## src/rtl/fetch_sequencer.sv

```systemverilog
`default_nettype none
// ============================================================================
// Module   : fetch_sequencer
// Purpose  : Fetch control FSM for the lab CPU. Owns the program counter,
//            handshakes with instruction memory, applies redirects
//            (halt > branch > jump) and hazard stalls in fixed priority,
//            and keeps saturating cycle / retired-instruction counters.
// Ports    : clock, reset_n      - clock, synchronous active-low reset
//            start               - begin at address 0 (IDLE/HALT only)
//            stall               - hold pc, accept nothing
//            branch_taken/off    - PC-relative redirect
//            jump_req/target     - absolute redirect
//            done                - halt instruction decoded
//            imem_ready          - memory data for address pc available
//            pc, imem_req        - fetch address / request (Moore)
//            instr_valid,fetch_pc- accept pulse and its address (Mealy)
//            halted              - FSM in HALT
//            cycle_count         - FETCH+FLUSH cycles, saturating
//            retired_count       - accepted instructions, saturating
// Revision : 1.0 - initial release
// ============================================================================
module fetch_sequencer #(
    parameter int PC_W  = 8,
    parameter int CNT_W = 17
) (
    input  logic             clock,
    input  logic             reset_n,
    input  logic             start,
    input  logic             stall,
    input  logic             branch_taken,
    input  logic [PC_W-1:0]  branch_off,
    input  logic             jump_req,
    input  logic [PC_W-1:0]  jump_target,
    input  logic             done,
    input  logic             imem_ready,
    output logic [PC_W-1:0]  pc,
    output logic             imem_req,
    output logic             instr_valid,
    output logic [PC_W-1:0]  fetch_pc,
    output logic             halted,
    output logic [CNT_W-1:0] cycle_count,
    output logic [CNT_W-1:0] retired_count
);

    localparam logic [1:0] c_st_idle  = 2'd0;
    localparam logic [1:0] c_st_fetch = 2'd1;
    localparam logic [1:0] c_st_flush = 2'd2;
    localparam logic [1:0] c_st_halt  = 2'd3;

    localparam logic [CNT_W-1:0] c_cnt_max = {CNT_W{1'b1}};

    logic [1:0]       r_state;
    logic [PC_W-1:0]  r_pc;
    logic [PC_W-1:0]  r_fetch_pc;
    logic [CNT_W-1:0] r_cycle_count;
    logic [CNT_W-1:0] r_retired_count;

    logic [1:0]       w_state_nxt;
    logic [PC_W-1:0]  w_pc_nxt;
    logic             w_in_fetch;
    logic             w_active;
    logic             w_start;
    logic             w_accept;

    assign w_in_fetch = (r_state == c_st_fetch);
    assign w_active   = w_in_fetch || (r_state == c_st_flush);
    assign w_start    = start && ((r_state == c_st_idle) || (r_state == c_st_halt));

    // An instruction arriving alongside any redirect or stall is wrong-path
    // or must be replayed, so it is dropped rather than accepted.
    assign w_accept = w_in_fetch && imem_ready && !stall && !done
                      && !branch_taken && !jump_req;

    always_comb begin
        w_state_nxt = r_state;
        w_pc_nxt    = r_pc;
        case (r_state)
            c_st_idle, c_st_halt: begin
                if (start) begin
                    w_state_nxt = c_st_fetch;
                    w_pc_nxt    = '0;
                end
            end
            c_st_fetch: begin
                if (done) begin
                    w_state_nxt = c_st_halt;
                end else if (branch_taken) begin
                    // Natural PC_W-bit wrap gives modulo-2^PC_W arithmetic.
                    w_pc_nxt    = r_pc + branch_off;
                    w_state_nxt = c_st_flush;
                end else if (jump_req) begin
                    w_pc_nxt    = jump_target;
                    w_state_nxt = c_st_flush;
                end else if (stall) begin
                    w_pc_nxt    = r_pc;
                end else if (imem_ready) begin
                    w_pc_nxt    = r_pc + PC_W'(1);
                end
            end
            c_st_flush: begin
                // Single bubble; every input is ignored here.
                w_state_nxt = c_st_fetch;
            end
            default: begin
                w_state_nxt = c_st_idle;
            end
        endcase
    end

    always_ff @(posedge clock) begin
        if (!reset_n) begin
            r_state         <= c_st_idle;
            r_pc            <= '0;
            r_fetch_pc      <= '0;
            r_cycle_count   <= '0;
            r_retired_count <= '0;
        end else begin
            r_state <= w_state_nxt;
            r_pc    <= w_pc_nxt;
            if (w_accept) begin
                r_fetch_pc <= r_pc;
            end
            if (w_start) begin
                r_cycle_count   <= '0;
                r_retired_count <= '0;
            end else begin
                if (w_active && (r_cycle_count != c_cnt_max)) begin
                    r_cycle_count <= r_cycle_count + CNT_W'(1);
                end
                if (w_accept && (r_retired_count != c_cnt_max)) begin
                    r_retired_count <= r_retired_count + CNT_W'(1);
                end
            end
        end
    end

    assign pc            = r_pc;
    assign imem_req      = w_in_fetch;
    assign halted        = (r_state == c_st_halt);
    assign instr_valid   = w_accept;
    // During the accept pulse the address is the current pc; afterwards the
    // registered copy keeps presenting the last accepted address.
    assign fetch_pc      = w_accept ? r_pc : r_fetch_pc;
    assign cycle_count   = r_cycle_count;
    assign retired_count = r_retired_count;

endmodule
`default_nettype wire

```

## config.mk

```make
export PLATFORM = sky130hd
export DESIGN_NAME = fetch_sequencer
export DESIGN_NICKNAME = d
export VERILOG_FILES = /design/src/rtl/fetch_sequencer.sv
export SDC_FILE = /design/constraint.sdc
export NUM_CORES = 1
export LEC_CHECK = 0
export CAP_MARGIN = 20
export CORE_MARGIN = 3
export CORE_UTILIZATION = 50
export CTS_CLUSTER_DIAMETER = 30
export DETAILED_ROUTE_END_ITERATION = 10
export PLACE_DENSITY_LB_ADDON = 0.3
export SLEW_MARGIN = 40
export SYNTH_ARGS = -nofsm -noshare
export SYNTH_HDL_FRONTEND = slang
export SYNTH_SLANG_ARGS = --single-unit
```

## constraint.sdc

```tcl
create_clock -name clock -period 6.2 [get_ports clock]
set_input_delay 0.93 -clock clock [delete_from_list [all_inputs] [get_ports clock]]
set_output_delay 0.93 -clock clock [all_outputs]
set_load 0.02 [all_outputs]
```

==> impl_metrics.ini, run 1 <==
[status]
status = complete, no violations

[detailed_routing]
m1WireLength_mm = 3.12
drc = 0
drtAntennaViolNets = 0
wirelength_mm = 6.77
vias = 2631
met3_wirelength_um = 419
via_per_inst = 5.48
drt_first_iter_violations = 141
wire_per_inst_um = 14.1
dr_wl_met2_mm = 3.16
first_pass_iters = 4
top_layer_used = met4

[logic_synthesis]
yosysTopAreaCell = dfxtp_1
synth_nets = 375
ys_seq_area_share_pct = 35.9
postSynthAreaPerCell_um2 = 8.63
yosys-top-cells-area = dfxtp_1, ha_1, xor2_1
synth.distinct_cells = 50
synth.most_common_cell = dfxtp_1
syn_area_um2 = 2900
ys_seq_elements = 52
synth_cells = 336
yosys-top-cells-count = dfxtp_1, nor2_1, nand2_1, xor2_1, nand3_1
synth_warnings = 0
yosys.area.top_type_share_pct = 35.9
synth_edf_count = 0
synthFlopType = dfxtp_1
synth-async-reset-ratio_pct = 0

[worst_setup_path]
cp-start-kind = primary input
r2r_cells = 9
critical_path_class = in2out
crit_top_cell = clkdlybuf4s50_1
worstPathCellList = clkdlybuf4s50_1 -> nor2_2 -> nand2_2 -> mux2_1 -> clkdlybuf4s50_1
slowest_stage = clkdlybuf4s50_1
required_ns = 5.27
crit_fanout = 18
end_kind = primary output
cpPeakStageDelay_ns = 0.73
worstPathArrival_ns = 3.20

[sta]
fin_ws_ns = 2.07
final_hold_viol_count = 0
relSlewSlack_pct = 57.5
fin_tns_setup_ns = 0
slew_viol_final = 0
worst_pin_slew_ns = 0.635
max_freq_mhz = 242
rsz0062_at_grt = false
min_period_over_period_pct = 66.6
setup_violations = 0
min_period_ns = 4.13
skew_ns = 0.00854

[clocking]
cts_buffers = 5
cts_tree = built
cts_htree_levels = 2
holdBufCountCts = 0
clock_path_buffers = 2
clkLatencyLatePin_ns = 0.31
clock_sinks = 52
cts_root_buf = clkbuf_8
clkTransAtPathRegs_ns = 0.10
cts_setup_buffers = 0
cts_resized = 0

[run]
maxCapViolations = 0

[floorplan]
io_pins = 77
start_util_pct = 52.0
dieArea_um2 = 6750
die_w_um = 82.1
placementRows = 27
coreArea_um2 = 5570
die_h_um = 82.1

[layout]
synthToLayoutAreaGrowth_pct = 30.5
num_antenna_cells = 0
final_layout_size_suffix_gt1_share_pct = 4.90
num-nets-final = 446
final.fill_count = 489

[global_routing]
grt_use_total_pct = 21.2
grt_first_pass_wirelength_mm = 11.3
grt_max_degree = 35
first_global_vias = 2468
gr-total-overflow = 0
antenna_found_initial = 0

[power_and_ir_drop]
cellPowerDensity_nw_per_um2 = 181
leakage_nw = 1.38
irDropWorstVdd_uv = 121

[hold_path]
min_path_cells = 2
min_path_type = reg2reg

[placed_design]
io_buffers = 76
dpl.hpwl_mm = 4.99
pre_cts_slack_ns = 2.07
place_congestion = 0.871
[state kept, by name, summed over array words and instances, names as in the netlist]
signal	flops
cycle_count	17
pc	8
r_fetch_pc	8
r_state	2
retired_count	17
[routing by layer]
layer / global-route usage [%] / vias to the layer above
met4: 4.98 / 0
met5: 0 / -
met2: 34.9 / 86
li1: - / 1319
met3: 4.77 / 9
met1: 28.2 / 1217
[layout by cell type, fill, tap and decap left out, types with 7 or more instances in the layout]
cell	count
clkdlybuf4s50_1	76
dfxtp_1	52
nor2_1	42
nand2_1	25
xor2_1	20
nand3_1	19
xnor2_1	16
o21ai_0	16
ha_1	14
inv_1	11
and2_1	11
nand4_1	9
nor3_1	9
mux2_1	8
a21oi_1	7
[worst paths after layout]
kind               startpoint                to  slack, ns
max                  jump_req       fetch_pc[7]       2.07
min                r_state[1]        r_state[1]       0.49
max reg2reg  retired_count[2]  retired_count[4]       3.73
min reg2reg        r_state[1]        r_state[1]       0.49
[cell type report]
cell class	instances	area [um^2]	area share (%)
inverter	11	41.3	1.09
multi-input combinational	261	1750	46.4
tap	72	90.1	2.38
sequential	52	1040	27.5
timing repair buffer	76	761	20.1
clock inverter	3	27.5	0.728
clock buffer	5	68.8	1.82
[worst max-delay path: cells and delay by family]
family	cells	cell delay [ns]
buf+inv	2	1.28
simple gates	2	0.59
mux	1	0.38
[kinds of logic (layout without fill, tap and decap cells)]
| group | after synthesis | in the layout | share of synthesized area [%] |
|---|---|---|---|
| buf+inv | 23 | 95 | 3.67 |
| compound gates | 50 | 50 | 11.1 |
| simple gates | 148 | 148 | 27.2 |
| mux | 12 | 12 | 4.49 |
| fa+ha+maj | 15 | 15 | 6.73 |
| flops | 52 | 52 | 35.9 |
| xor+xnor | 36 | 36 | 10.9 |
[stage by stage]
| stage | cell area, um^2 | hold slack, ns | power, mW | instances | utilization [%] |
|---|---|---|---|---|---|
| 5_1_grt | 3780 | 0.524 | 0.715 | 480 | 67.9 |
| 6_report | 3780 | 0.487 | 0.684 | 480 | 67.9 |
| 3_3_place_gp | 3680 | 0.466 | 0.482 | 472 | 66.1 |
| 3_5_place_dp | 3690 | 0.477 | 0.486 | 472 | 66.2 |
| 2_1_floorplan | 2900 | 0.451 | 0.440 | 336 | - |
| 4_1_cts | 3780 | 0.493 | 0.690 | 480 | 67.9 |
[report_power, final]
group	switching [mW]	internal, mW
clock	0.122	0.0831
sequential	0.0107	0.341
combinational	0.0730	0.0545
total	0.205	0.478
(Power assumes the default switching activity.)
==> run 2, diff against run 1 <==
- CORE_UTILIZATION: 50 -> 49
- clock period: 6.2 -> 4.05 ns (I/O delays scaled with it)
==> impl_metrics.ini, run 2 (same netlist as run 1, synthesis figures left out) <==
[layout]
num-nets-final = 447
layout_common_cells = clkdlybuf4s50_1, dfxtp_1, nor2_1
synthToLayoutAreaGrowth_pct = 30.8
num_antenna_cells = 0
final_layout_size_suffix_gt1_share_pct = 5.13
layout_commonest_cell = clkdlybuf4s50_1

[hold_path]
min_path_cells = 2
whs_endpoint = r_state[1]
holdCritStartpoint = r_state[1]
min_path_type = reg2reg

[global_routing]
grt_first_pass_wirelength_mm = 11.8
grt_use_total_pct = 19.9
first_global_vias = 2564
antenna_found_initial = 0
grt_max_degree = 35
gr-total-overflow = 0

[floorplan]
die_h_um = 82.9
placementRows = 27
io_pins = 77
dieArea_um2 = 6880
die_w_um = 82.9
coreArea_um2 = 5610
start_util_pct = 51.7

[worst_setup_path]
end_kind = primary output
crit_fanout = 15
reg2reg_to = retired_count[3]
critical_path_class = in2out
r2r_cells = 9
r2r_slack_ns = 1.69
worstPathArrival_ns = 2.77
cp-start-kind = primary input
required_ns = 3.44
reg2reg_from = retired_count[2]

[sta]
min_period_ns = 3.37
setup_violations = 0
slew_viol_final = 0
max_freq_mhz = 296
fin_tns_setup_ns = 0
relSlewSlack_pct = 58.7
final_hold_viol_count = 0
rsz0062_at_grt = false
worst_pin_slew_ns = 0.618
skew_ns = 0.00998
min_period_over_period_pct = 83.3

[power_and_ir_drop]
irDropWorstVdd_uv = 173
internal_power_uw = 745
swShare_pct = 28.4
leakage_nw = 1.39
sequentialPowerShare_pct = 51.7
power.switching_uw = 296
cellPowerDensity_nw_per_um2 = 275
clkPwrFrac_pct = 29.7
power_mw = 1.04
combPwrFrac_pct = 18.7

[detailed_routing]
drtAntennaViolNets = 0
vias = 2672
wire_per_inst_um = 14.0
drt_first_iter_violations = 101
drc = 0
via_per_inst = 5.56
first_pass_iters = 4
wirelength_mm = 6.76

[placed_design]
io_buffers = 76
place_congestion = 0.878
dpl.hpwl_mm = 5.08

[clocking]
cts_htree_levels = 2
cts_setup_buffers = 0
clock_path_buffers = 2
cts_tree = built
clock_sinks = 52
holdBufCountCts = 0
cts_root_buf = clkbuf_8
clkTransAtPathRegs_ns = 0.09
cts_resized = 0
clkLatencyLatePin_ns = 0.30
cts_buffers = 5

[status]
status = complete, no violations

[run]
maxCapViolations = 0
==> run 2: changes by cell type in the layout (fill, tap and decap cells not counted) <==
cell and change:
buf_4 +1, clkbuf_8 +1, clkinv_2 +1, clkinv_4 -1
clkinvlp_4 -1, inv_6 +1, inv_8 -1
==> run 2: worst max-delay path, cell delays in order <==
cell	delay, ns
clkdlybuf4s50_1	0.66
nor2_2	0.34
nand2_2	0.21
mux2_1	0.39
clkdlybuf4s50_1	0.55
==> run 2: area by class of cell <==
type | instances | area [um^2]
fill | 483 | 1820
multi-input combinational | 261 | 1750
sequential | 52 | 1040
timing repair buffer | 77 | 768
tap | 72 | 90.1
clock buffer | 6 | 82.6
inverter | 11 | 41.3
clock inverter | 2 | 13.8
==> run 2: metal layers <==
layer,track usage [%],part of all wire [%]
met5,0,0
met2,32.4,46
met4,5.35,1.1
met3,4.56,7.3
met1,26.6,45
==> run 2: power by group through the flow <==
stage / clock [mW] / combinational, mW / sequential (mW)
2_1_floorplan: 0 / 0.119 / 0.554
3_3_place_gp: 0 / 0.189 / 0.550
3_5_place_dp: 0 / 0.193 / 0.550
4_1_cts: 0.316 / 0.195 / 0.538
5_1_grt: 0.340 / 0.214 / 0.541
6_report: 0.309 / 0.194 / 0.538
==> run 2: through the flow <==
step                setup WS (ns)  cell area [um^2]  instances  hold WS (ns)  util, %
floorplan                    1.84              2900        336         0.451        -
global placement            0.754              3690        473         0.466     65.8
detailed placement          0.689              3690        473         0.473     65.9
CTS                         0.683              3790        481         0.488     67.6
global route                0.548              3790        481         0.525     67.6
finish                      0.675              3790        481         0.487     67.6
==> run 2: worst max path at each step <==
| stage | from | cells after the start | slack, ns | end |
|---|---|---|---|---|
| floorplan | cycle_count[4] | 10 | 1.84 | cycle_count[6] |
| global placement | branch_taken | 5 | 0.75 | fetch_pc[6] |
| detailed placement | branch_taken | 5 | 0.69 | fetch_pc[7] |
| CTS | branch_taken | 5 | 0.68 | fetch_pc[7] |
| global route | branch_taken | 5 | 0.55 | fetch_pc[0] |
| finish | branch_taken | 5 | 0.68 | fetch_pc[7] |
==> run 3, diff against run 2 <==
- CORE_UTILIZATION: 49 -> 44
- clock period: 4.05 -> 3 ns (I/O delays scaled with it)
==> impl_metrics.ini, run 3 (same netlist as run 1, synthesis figures left out) <==
[global_routing]
first_global_vias = 2418
gr-total-overflow = 0
grt_use_total_pct = 18.0
grt_use_met2_pct = 30.3
grtUsageMet1_pct = 23.3
grt_util_met3_pct = 3.88
top_usage_layer = met2
grt_first_pass_wirelength_mm = 11.1
antenna_found_initial = 0
grt_max_degree = 22

[detailed_routing]
via_per_inst = 5.41
vias = 2631
first_pass_iters = 4
drc = 0
drt_first_iter_violations = 82
wire_per_inst_um = 13.8
drtAntennaViolNets = 0
wirelength_mm = 6.72

[layout]
num-nets-final = 451
final_layout_size_suffix_gt1_share_pct = 5.35
utilization_pct = 62.4
layout_commonest_cell = clkdlybuf4s50_1
synthToLayoutAreaGrowth_pct = 31.9
layout_common_cells = clkdlybuf4s50_1, dfxtp_1, nor2_1
num_antenna_cells = 0
design_area_um2 = 3820

[worst_setup_path]
cp.buffers_inverters = 2
cpPeakStageDelay_ns = 0.55
cp-start-kind = primary input
end_kind = primary output
crit_top_cell = clkdlybuf4s50_1
crit_fanout = 9
required_ns = 2.55
critical_path_class = in2out
worstPathCellList = clkdlybuf4s50_1 -> and4bb_2 -> nand2_2 -> mux2_1 -> clkdlybuf4s50_1
cp_top_family = buffers and inverters
worstPathArrival_ns = 2.36
slowest_stage = clkdlybuf4s50_1

[power_and_ir_drop]
power_mw = 1.45
cellPowerDensity_nw_per_um2 = 379
swShare_pct = 26.7
power.switching_uw = 386
irDropWorstVdd_uv = 317
leakage_nw = 1.41
sequentialPowerShare_pct = 50.2
clkPwrFrac_pct = 31.5
internal_power_mw = 1.06
combPwrFrac_pct = 18.4

[sta]
relSlewSlack_pct = 58.8
skew_ns = 0.00556
rsz0062_at_grt = false
max_freq_mhz = 355
fin_tns_setup_ns = 0
worst_pin_slew_ns = 0.616
final_hold_viol_count = 0
setup_violations = 0
slew_viol_final = 0
min_period_over_period_pct = 93.8
min_period_ns = 2.81

[floorplan]
die_w_um = 87.2
dieArea_um2 = 7600
placementRows = 28
io_pins = 77
start_util_pct = 47.3
die_h_um = 87.2
coreArea_um2 = 6130

[clocking]
cts_setup_buffers = 0
cts_buffers = 5
cts_resized = 0
clock_path_buffers = 2
clkLatencyLatePin_ns = 0.30
cts_tree = built
holdBufCountCts = 0
cts_htree_levels = 2
clkTransAtPathRegs_ns = 0.09
clock_sinks = 52
cts_root_buf = clkbuf_8

[run]
maxCapViolations = 0

[status]
status = complete, no violations

[placed_design]
io_buffers = 76
place_congestion = 0.879
place_area_um2 = 3730
dpl.hpwl_mm = 5.13

[hold_path]
min_path_type = reg2reg
==> run 3: cell count changes in the layout (fill, tap and decap cells not counted) <==
cell	change
inv_6	-1
nand2_2	-1
nand2_1	+1
clkinv_2	-1
bufinv_16	+1
clkbuf_8	-1
buf_4	+4
==> run 3: metal layers <==
layer / up-vias / wire, um
met3: 6 / 428
li1: 1331 / -
met1: 1221 / 3060
met5: - / 0
met2: 73 / 3180
met4: 0 / 48
==> run 3: worst reg2reg max path: stages (launching register included) <==
cell	delay (ns)
dfxtp_1	0.43
nand4_1	0.16
nor2_1	0.33
and4_1	0.25
ha_1	0.25
nor2_2	0.11
and4_1	0.29
nand3_1	0.12
xor2_1	0.16
nor2_1	0.05
==> run 3: path summary, 6_finish.rpt <==
| path | from | end | slack [ns] | depth (start not counted) |
|---|---|---|---|---|
| setup / recovery | done | fetch_pc[3] | 0.19 | 5 |
| hold / removal | r_state[1] | r_state[1] | 0.48 | 2 |
| setup reg to reg | cycle_count[4] | cycle_count[10] | 0.76 | 9 |
| hold reg to reg | r_state[1] | r_state[1] | 0.48 | 2 |
==> run 3: layout make-up <==
type                            count  area, um^2
Fill cell                         527        2310
Multi-Input combinational cell    261        1750
Sequential cell                    52        1040
Timing Repair Buffer               81         798
Tap cell                           75        93.8
Clock buffer                        5        68.8
Inverter                           11        41.3
Clock inverter                      1        30.0
==> run 3: per-stage QoR <==
stage / hold slack (ns) / setup WS (ns) / cells
after detailed placement: 0.478 / 0.201 / 480
after CTS: 0.491 / 0.174 / 486
after floorplan: 0.451 / 0.794 / 336
after global routing: 0.515 / 0.0988 / 486
final: 0.484 / 0.185 / 486
after global placement: 0.466 / 0.241 / 480
==> run 3: power groups by stage <==
| stage | sequential [mW] | combinational [mW] | clock, mW |
|---|---|---|---|
| floorplan | 0.748 | 0.160 | 0 |
| global placement | 0.741 | 0.261 | 0 |
| detailed placement | 0.742 | 0.265 | 0 |
| CTS | 0.726 | 0.267 | 0.472 |
| global route | 0.728 | 0.294 | 0.498 |
| finish | 0.726 | 0.266 | 0.455 |
